**src/rtl/foc_pkg.sv**
```systemverilog
// rtl/foc_pkg.sv - shared types and constants for the FOC loop sequencer
`timescale 1ns/1ps
package foc_pkg;

  localparam int D_WIDTH_DEF = 19;
  localparam int Q_BITS_DEF  = 15;

  // PID coefficient register addresses inside each axis controller
  localparam int PID_KP_ADDR = 0;
  localparam int PID_KI_ADDR = 1;

  typedef enum logic [1:0] {
    IDLE  = 2'd0,
    CFG   = 2'd1,
    ISSUE = 2'd2,
    BUSY  = 2'd3
  } state_t;

endpackage

```
**src/rtl/loop_timer.sv**
```systemverilog
// rtl/loop_timer.sv - free-running period counter producing the loop tick
`timescale 1ns/1ps
module loop_timer #(
  parameter int CNT_WIDTH = 16
) (
  input  logic                 clk,
  input  logic                 rstb,
  input  logic                 enable,
  input  logic [CNT_WIDTH-1:0] period_in,
  output logic                 tick
);

  logic [CNT_WIDTH-1:0] count;
  logic [CNT_WIDTH-1:0] period_q;
  logic [CNT_WIDTH-1:0] period_eff;
  logic [CNT_WIDTH-1:0] period_cur;

  assign period_eff = (period_in < CNT_WIDTH'(2)) ? CNT_WIDTH'(2) : period_in;
  // The period is latched at count 0, so use the live input on that cycle only
  assign period_cur = (count == '0) ? period_eff : period_q;
  assign tick       = enable && (count == period_cur - CNT_WIDTH'(1));

  always_ff @(posedge clk or posedge rstb) begin
    if (rstb) begin
      count    <= '0;
      period_q <= '0;
    end else if (!enable) begin
      count    <= '0;
    end else begin
      if (count == '0) begin
        period_q <= period_eff;
      end
      count <= tick ? '0 : count + CNT_WIDTH'(1);
    end
  end

endmodule

```
**src/rtl/foc_loop_sched.sv**
```systemverilog
// rtl/foc_loop_sched.sv - FOC current-loop sequencer: trigger, sample hold, core handshake, PID config arbitration
`timescale 1ns/1ps
module foc_loop_sched
  import foc_pkg::*;
#(
  parameter int D_WIDTH   = D_WIDTH_DEF,
  parameter int Q_BITS    = Q_BITS_DEF,
  parameter int CNT_WIDTH = 16,
  parameter int TIMEOUT   = 1024
) (
  input  logic                 clk,
  input  logic                 rstb,
  input  logic                 enable,
  input  logic [CNT_WIDTH-1:0] period_in,
  input  logic [D_WIDTH-1:0]   angle_adc,
  input  logic [D_WIDTH-1:0]   currA_adc,
  input  logic [D_WIDTH-1:0]   currB_adc,
  input  logic [D_WIDTH-1:0]   currC_adc,
  input  logic [D_WIDTH-1:0]   currT_req,
  output logic [D_WIDTH-1:0]   angle_out,
  output logic [D_WIDTH-1:0]   currA_out,
  output logic [D_WIDTH-1:0]   currB_out,
  output logic [D_WIDTH-1:0]   currC_out,
  output logic [D_WIDTH-1:0]   currT_out,
  output logic                 core_valid,
  input  logic                 core_ready,
  input  logic                 cfg_req,
  input  logic                 cfg_sel,
  input  logic [D_WIDTH-1:0]   cfg_addr,
  input  logic [D_WIDTH-1:0]   cfg_data,
  output logic                 cfg_ack,
  output logic                 pid_d_wen,
  output logic                 pid_q_wen,
  output logic [D_WIDTH-1:0]   pid_d_addr,
  output logic [D_WIDTH-1:0]   pid_q_addr,
  output logic [D_WIDTH-1:0]   pid_d_data,
  output logic [D_WIDTH-1:0]   pid_q_data,
  input  logic                 clear_err,
  output logic                 overrun,
  output logic                 timeout_err,
  output logic [CNT_WIDTH-1:0] loop_count
);

  localparam int WD_WIDTH = $clog2(TIMEOUT + 1);

  if (Q_BITS >= D_WIDTH) begin : g_q_bits_check
    $error("Q_BITS must be smaller than D_WIDTH");
  end

  state_t              state;
  state_t              state_next;
  logic                tick;
  logic                pending_tick;
  logic [WD_WIDTH-1:0] watchdog;

  logic capture;
  logic cfg_go;
  logic loop_done;
  logic timeout_evt;
  logic tick_in_loop;
  logic overrun_evt;

  loop_timer #(
    .CNT_WIDTH (CNT_WIDTH)
  ) u_loop_timer (
    .clk       (clk),
    .rstb      (rstb),
    .enable    (enable),
    .period_in (period_in),
    .tick      (tick)
  );

  always_comb begin
    state_next  = state;
    timeout_evt = 1'b0;
    loop_done   = 1'b0;
    case (state)
      IDLE: begin
        // Loop triggers always win over host configuration
        if (tick || pending_tick) begin
          state_next = ISSUE;
        end else if (cfg_req) begin
          state_next = CFG;
        end
      end
      CFG:   state_next = IDLE;
      ISSUE: state_next = BUSY;
      BUSY: begin
        if (core_ready) begin
          loop_done  = 1'b1;
          state_next = IDLE;
        end else if (watchdog == WD_WIDTH'(TIMEOUT - 1)) begin
          timeout_evt = 1'b1;
          state_next  = IDLE;
        end
      end
      default: state_next = IDLE;
    endcase
  end

  assign capture      = (state == IDLE) && (state_next == ISSUE);
  assign cfg_go       = (state == IDLE) && (state_next == CFG);
  assign tick_in_loop = tick && (state != IDLE);
  assign overrun_evt  = tick_in_loop && pending_tick;

  always_ff @(posedge clk or posedge rstb) begin
    if (rstb) begin
      state <= IDLE;
    end else begin
      state <= state_next;
    end
  end

  always_ff @(posedge clk or posedge rstb) begin
    if (rstb) begin
      pending_tick <= 1'b0;
      watchdog     <= '0;
      loop_count   <= '0;
      overrun      <= 1'b0;
      timeout_err  <= 1'b0;
    end else begin
      if (capture) begin
        pending_tick <= 1'b0;
      end else if (tick_in_loop) begin
        pending_tick <= 1'b1;
      end

      if (state == ISSUE) begin
        watchdog <= '0;
      end else if ((state == BUSY) && !core_ready) begin
        watchdog <= watchdog + WD_WIDTH'(1);
      end

      if (loop_done) begin
        loop_count <= loop_count + CNT_WIDTH'(1);
      end

      // A set event in the same cycle as clear_err takes precedence
      if (overrun_evt) begin
        overrun <= 1'b1;
      end else if (clear_err) begin
        overrun <= 1'b0;
      end

      if (timeout_evt) begin
        timeout_err <= 1'b1;
      end else if (clear_err) begin
        timeout_err <= 1'b0;
      end
    end
  end

  always_ff @(posedge clk or posedge rstb) begin
    if (rstb) begin
      angle_out <= '0;
      currA_out <= '0;
      currB_out <= '0;
      currC_out <= '0;
      currT_out <= '0;
    end else if (capture) begin
      angle_out <= angle_adc;
      currA_out <= currA_adc;
      currB_out <= currB_adc;
      currC_out <= currC_adc;
      currT_out <= currT_req;
    end
  end

  always_ff @(posedge clk or posedge rstb) begin
    if (rstb) begin
      core_valid <= 1'b0;
      cfg_ack    <= 1'b0;
      pid_d_wen  <= 1'b0;
      pid_q_wen  <= 1'b0;
      pid_d_addr <= '0;
      pid_q_addr <= '0;
      pid_d_data <= '0;
      pid_q_data <= '0;
    end else begin
      core_valid <= capture;
      cfg_ack    <= cfg_go;
      pid_d_wen  <= cfg_go && !cfg_sel;
      pid_q_wen  <= cfg_go && cfg_sel;
      pid_d_addr <= (cfg_go && !cfg_sel) ? cfg_addr : '0;
      pid_d_data <= (cfg_go && !cfg_sel) ? cfg_data : '0;
      pid_q_addr <= (cfg_go && cfg_sel) ? cfg_addr : '0;
      pid_q_data <= (cfg_go && cfg_sel) ? cfg_data : '0;
    end
  end

endmodule

```
**config.mk**
```make
export PLATFORM = sky130hd
export DESIGN_NAME = foc_loop_sched
export DESIGN_NICKNAME = d
export VERILOG_FILES = /design/src/rtl/foc_pkg.sv /design/src/rtl/loop_timer.sv /design/src/rtl/foc_loop_sched.sv
export SDC_FILE = /design/constraint.sdc
export NUM_CORES = 1
export LEC_CHECK = 0
export CAP_MARGIN = 0
export CORE_MARGIN = 1.5
export CORE_UTILIZATION = 48
export DETAILED_ROUTE_END_ITERATION = 6
export PLACE_DENSITY_LB_ADDON = 0.15
export REMOVE_ABC_BUFFERS = 1
export SLEW_MARGIN = 15
export SYNTH_ARGS = -nofsm -noshare
export SYNTH_HDL_FRONTEND = slang
export SYNTH_SLANG_ARGS = --single-unit
```
**constraint.sdc**
```tcl
create_clock -name clk -period 10.7 [get_ports clk]
set_clock_uncertainty 0.2 [all_clocks]
set_input_delay 2.14 -clock clk [delete_from_list [all_inputs] [get_ports clk]]
set_output_delay 2.14 -clock clk [all_outputs]
set_load 0.005 [all_outputs]
```
==> key figures <==
Global routing
  • Combined global-route utilization of all metal layers: 26.07%
  • Number of antenna violations at the first check in global routing: 4
  • Pin count of the biggest net entering global routing: 96
  • Number of global-route vias before repair: 9,660
  • Wire length of the first global-routing pass: 53,340 µm
  • Grt total ovfl: 0

Timing
  • Transition time at the pin with the least slew margin: 1139 ps
  • Part of the cycle the worst path needs: 76.08%
  • Fmax: 0.1229 GHz
  • Clock period minus worst slack: 8140 ps
  • Final Slew Violations: 0
  • Worst slack on hold paths: 280.4 ps
  • Setup repair after global routing missed its margin: false
  • Final Setup Violations: 0
  • Fin Setup TNS: 0 ps
  • Relative slew margins: 24.05%
  • Final-report hold violation count: 0

Hold path
  • Worst Min Path Start: loop_count[15]
  • Hold Path End: loop_count[15]
  • Hold crit path type: flip-flop to flip-flop
  • Count of cells along the worst hold path: 1

Worst setup path
  • CP dominant cell by count: or4_1
  • Kind of start point of the critical path: input pin
  • Cell at the slowest stage of the critical path: and2_2
  • FF-to-FF setup slack: 3820 ps
  • Critical Path, Cell by Cell: clkdlybuf4s50_1 -> or4_1 -> or4_1 -> o211ai_1 -> and2_1 -> ha_1 -> or3b_2 -> nor4_1 -> mux2i_1 -> mux2i_1 -> or4_1 -> nor4_2 -> and2_2 -> buf_4 -> nor3b_1
  • End of the worst register-to-register path: pid_q_data[5]
  • Worst stage delay on the critical path: 860 ps
  • Worst Setup End Kind: flip-flop
  • Crit path kind: input pin to flip-flop
  • Data arrival time of the critical path: 8310 ps
  • R2R Path Start: u_loop_timer.count[0]
  • Largest delay share family, worst path: simple AND/OR/NAND/NOR gates
  • R2R cell count: 16
  • Largest fanout of any net on the critical path: 48
  • Critical path buffer and inverter count: 2
  • Required time of the critical path: 10,870 ps

CTS
  • Register clock-pin slew on the reported worst setup and hold paths: 60 ps
  • Buffers from clock root to sink, at most: 3
  • Post-cts repair resize count: 0
  • Clock insertion delay at the later pin of the skew report: 530 ps
  • Setup Buffers After CTS: 0
  • Number of CTS-inserted buffers: 27
  • Clock tree root buffer cell: clkbuf_16
  • Number of hold-repair buffers added at the cts stage: 0
  • CTS sink cnt: 239
  • Htree depth: 1
  • TritonCTS clock tree: yes

Power and ir drop
  • Worst IR Drop VDD: 169.9 µV
  • Pwr dens: 137.2 nW/µm²
  • Total power: 2.219 mW
  • Leakage: 7.153 nW

Floorplanning
  • Die span in x: 159.3 µm
  • Area enclosed by the die boundary: 25,370 µm²
  • I/O Pins: 349
  • Die boundary height: 159.3 µm
  • Area of the core region: 24,180 µm²
  • Effective utilization at floorplan: 48.50%
  • Number of standard-cell rows in the floorplan: 57

Final layout
  • Top library cells by usage in the layout, fill and taps aside: clkdlybuf4s50_1, dfrtp_1, inv_1
  • Most common cell after layout, fill and taps aside: clkdlybuf4s50_1
  • Layout area overhead: 37.91%
  • Util after Layout: 66.88%
  • Number of nets in the finished design: 1,616
  • Fill count: 1,885
  • Layout cell share with drive strength beyond 1: 8.616%
  • Design area: 16,170 µm²

Yosys
  • Cell taking the most area after synthesis: dfrtp_1
  • Combinational family with the most area after synthesis: simple AND/OR/NAND/NOR gates
  • Top post-synthesis cells by area: dfrtp_1, nor2b_1, o31ai_1
  • XOR/XNOR Fraction of Synth Area: 3.489%
  • Total of flip-flops plus latches after synthesis: 239
  • Count of distinct cell types in the synthesized netlist: 64
  • Async set-reset flop share out of synthesis: 100.0%
  • Commonest register cell after synthesis: dfrtp_1
  • Number of warnings printed during yosys synthesis: 0
  • Synthesized cell area: 11,720 µm²
  • Mean instance size in the synthesized netlist: 10.13 µm²
  • Area fraction in and, or, nand and nor cells after synthesis: 19.85%
  • Post-Synth Adder-Cell Area: 0.5336%
  • Share of Yosys cell area claimed by the top area cell type: 51.01%
  • Part of the Yosys area used for sequential elements: 51.01%
  • Number of instances in the synthesized netlist: 1,157
  • Multiplexer area fraction after synthesis: 2.305%
  • Fraction of the mapped netlist area in compound gates: 15.52%
  • Post-synth EDFFs: 0

Drt
  • Average detailed-routed wire length per instance: 18.16 µm
  • 1st-iter DRT viols: 855
  • Via count: 9,691
  • DRC violation count after routing: 0
  • Residual antenna-violating net count after detailed routing: 0
  • Drt total wl: 32,730 µm
  • Ratio of routed vias to standard cells: 5.378
  • Detailed-router iteration count before antenna repair: 5

Run status
  • Run status: complete, no violations

Placement
  • Post-detail-place hpwl: 21,640 µm
  • GPL Wtd Cong: 0.8973
  • Placed standard-cell area: 15,260 µm²
  • Count of input and output buffers: 348

Run
  • Count of maximum capacitance violations: 0
-- flip-flops by register name (all words and copies together), names as in the netlist, 2 cells and up --
name / count
angle_out: 19
currA_out: 19
currB_out: 19
currC_out: 19
currT_out: 19
loop_count: 16
pid_d_addr: 19
pid_d_data: 19
pid_q_addr: 19
pid_q_data: 19
state: 2
u_loop_timer.count: 16
u_loop_timer.period_q: 16
watchdog: 11
-- cell usage after synthesis, types with 3 or more instances --
library cell and number:
nor2b_1 99, mux2_2 16, nor3b_1 78, and3_1 12
xnor2_1 26, buf_2 12, xor2_1 18, nand2b_1 4
nand3_1 22, buf_6 11, nor3_1 14, nor4_1 10
o21ai_2 18, clkbuf_1 57, nand2_1 39, or4_1 12
o21ai_1 32, or3_1 11, a31oi_1 3, inv_1 110
a211oi_1 3, o31ai_1 80, nor2_1 51, nand4_1 10
or2_2 6, ha_1 5, o21ai_0 70, a21oi_1 5
dfrtp_1 239, o211ai_1 3, buf_4 5, or3b_2 3
mux2i_1 9, o31ai_2 18, and2_1 4, a41oi_1 3
-- cells by family (layout without fill, tap and decap cells) --
group	after synthesis	in the layout
simple gates	387	387
xor+xnor	45	45
flops	239	239
mux	25	25
buf+inv	197	514
fa+ha+maj	5	5
compound gates	259	259
other cells	0	4
-- per-layer routing --
layer / track usage (%) / vias up / wire length (µm)
li1: - / 4600 / -
met1: 34.60 / 4671 / 13620
met2: 41.56 / 347 / 15610
met3: 5.835 / 71 / 2301
met4: 10.51 / 2 / 1188
met5: 0 / - / 13
-- per-stage QoR --
stage	cells	setup WS [ps]
after global placement	1750	2136
final	1802	2560
after CTS	1798	2596
after floorplan	1070	1800
after global routing	1801	2167
after detailed placement	1750	2053
-- where the power goes --
part           leakage [nW]  switching [mW]  internal, mW
combinational          3.45           0.148         0.159
clock                 0.444           0.370         0.569
sequential             3.26          0.0344         0.938
-- layout make-up --
type | count | area (µm²) | share of cell area [%]
Clock buffer | 36 | 759.5 | 4.697
Clock inverter | 12 | 143.9 | 0.8898
Multi-Input combinational cell | 721 | 4907 | 30.35
Inverter | 110 | 420.4 | 2.600
Sequential cell | 239 | 5981 | 36.99
Tap cell | 324 | 405.4 | 2.507
Timing Repair Buffer | 356 | 3543 | 21.91
Antenna cell | 4 | 10.01 | 0.06190
-- worst register-to-register path, delay by kind of cell, from the launching register on --
family	cells	cell delay (ps)
and+or+nand+nor	10	4700
adders and majority gates	2	450
buffers and inverters	2	620
muxes	2	310
DFF	1	430
-- how the worst max path moves through the flow --
stage,from,endpoint,slack [ps],cells after the start
final,period_in[4],pid_q_data[5],2560,15
after global routing,period_in[3],pid_q_data[5],2170,15
after CTS,period_in[4],pid_q_data[5],2600,15
after floorplan,rstb,angle_out[0],1800,1
after global placement,period_in[4],pid_q_addr[9],2140,15
after detailed placement,period_in[4],pid_q_addr[14],2050,15
Note: power is estimated with default switching activity, not from simulation.
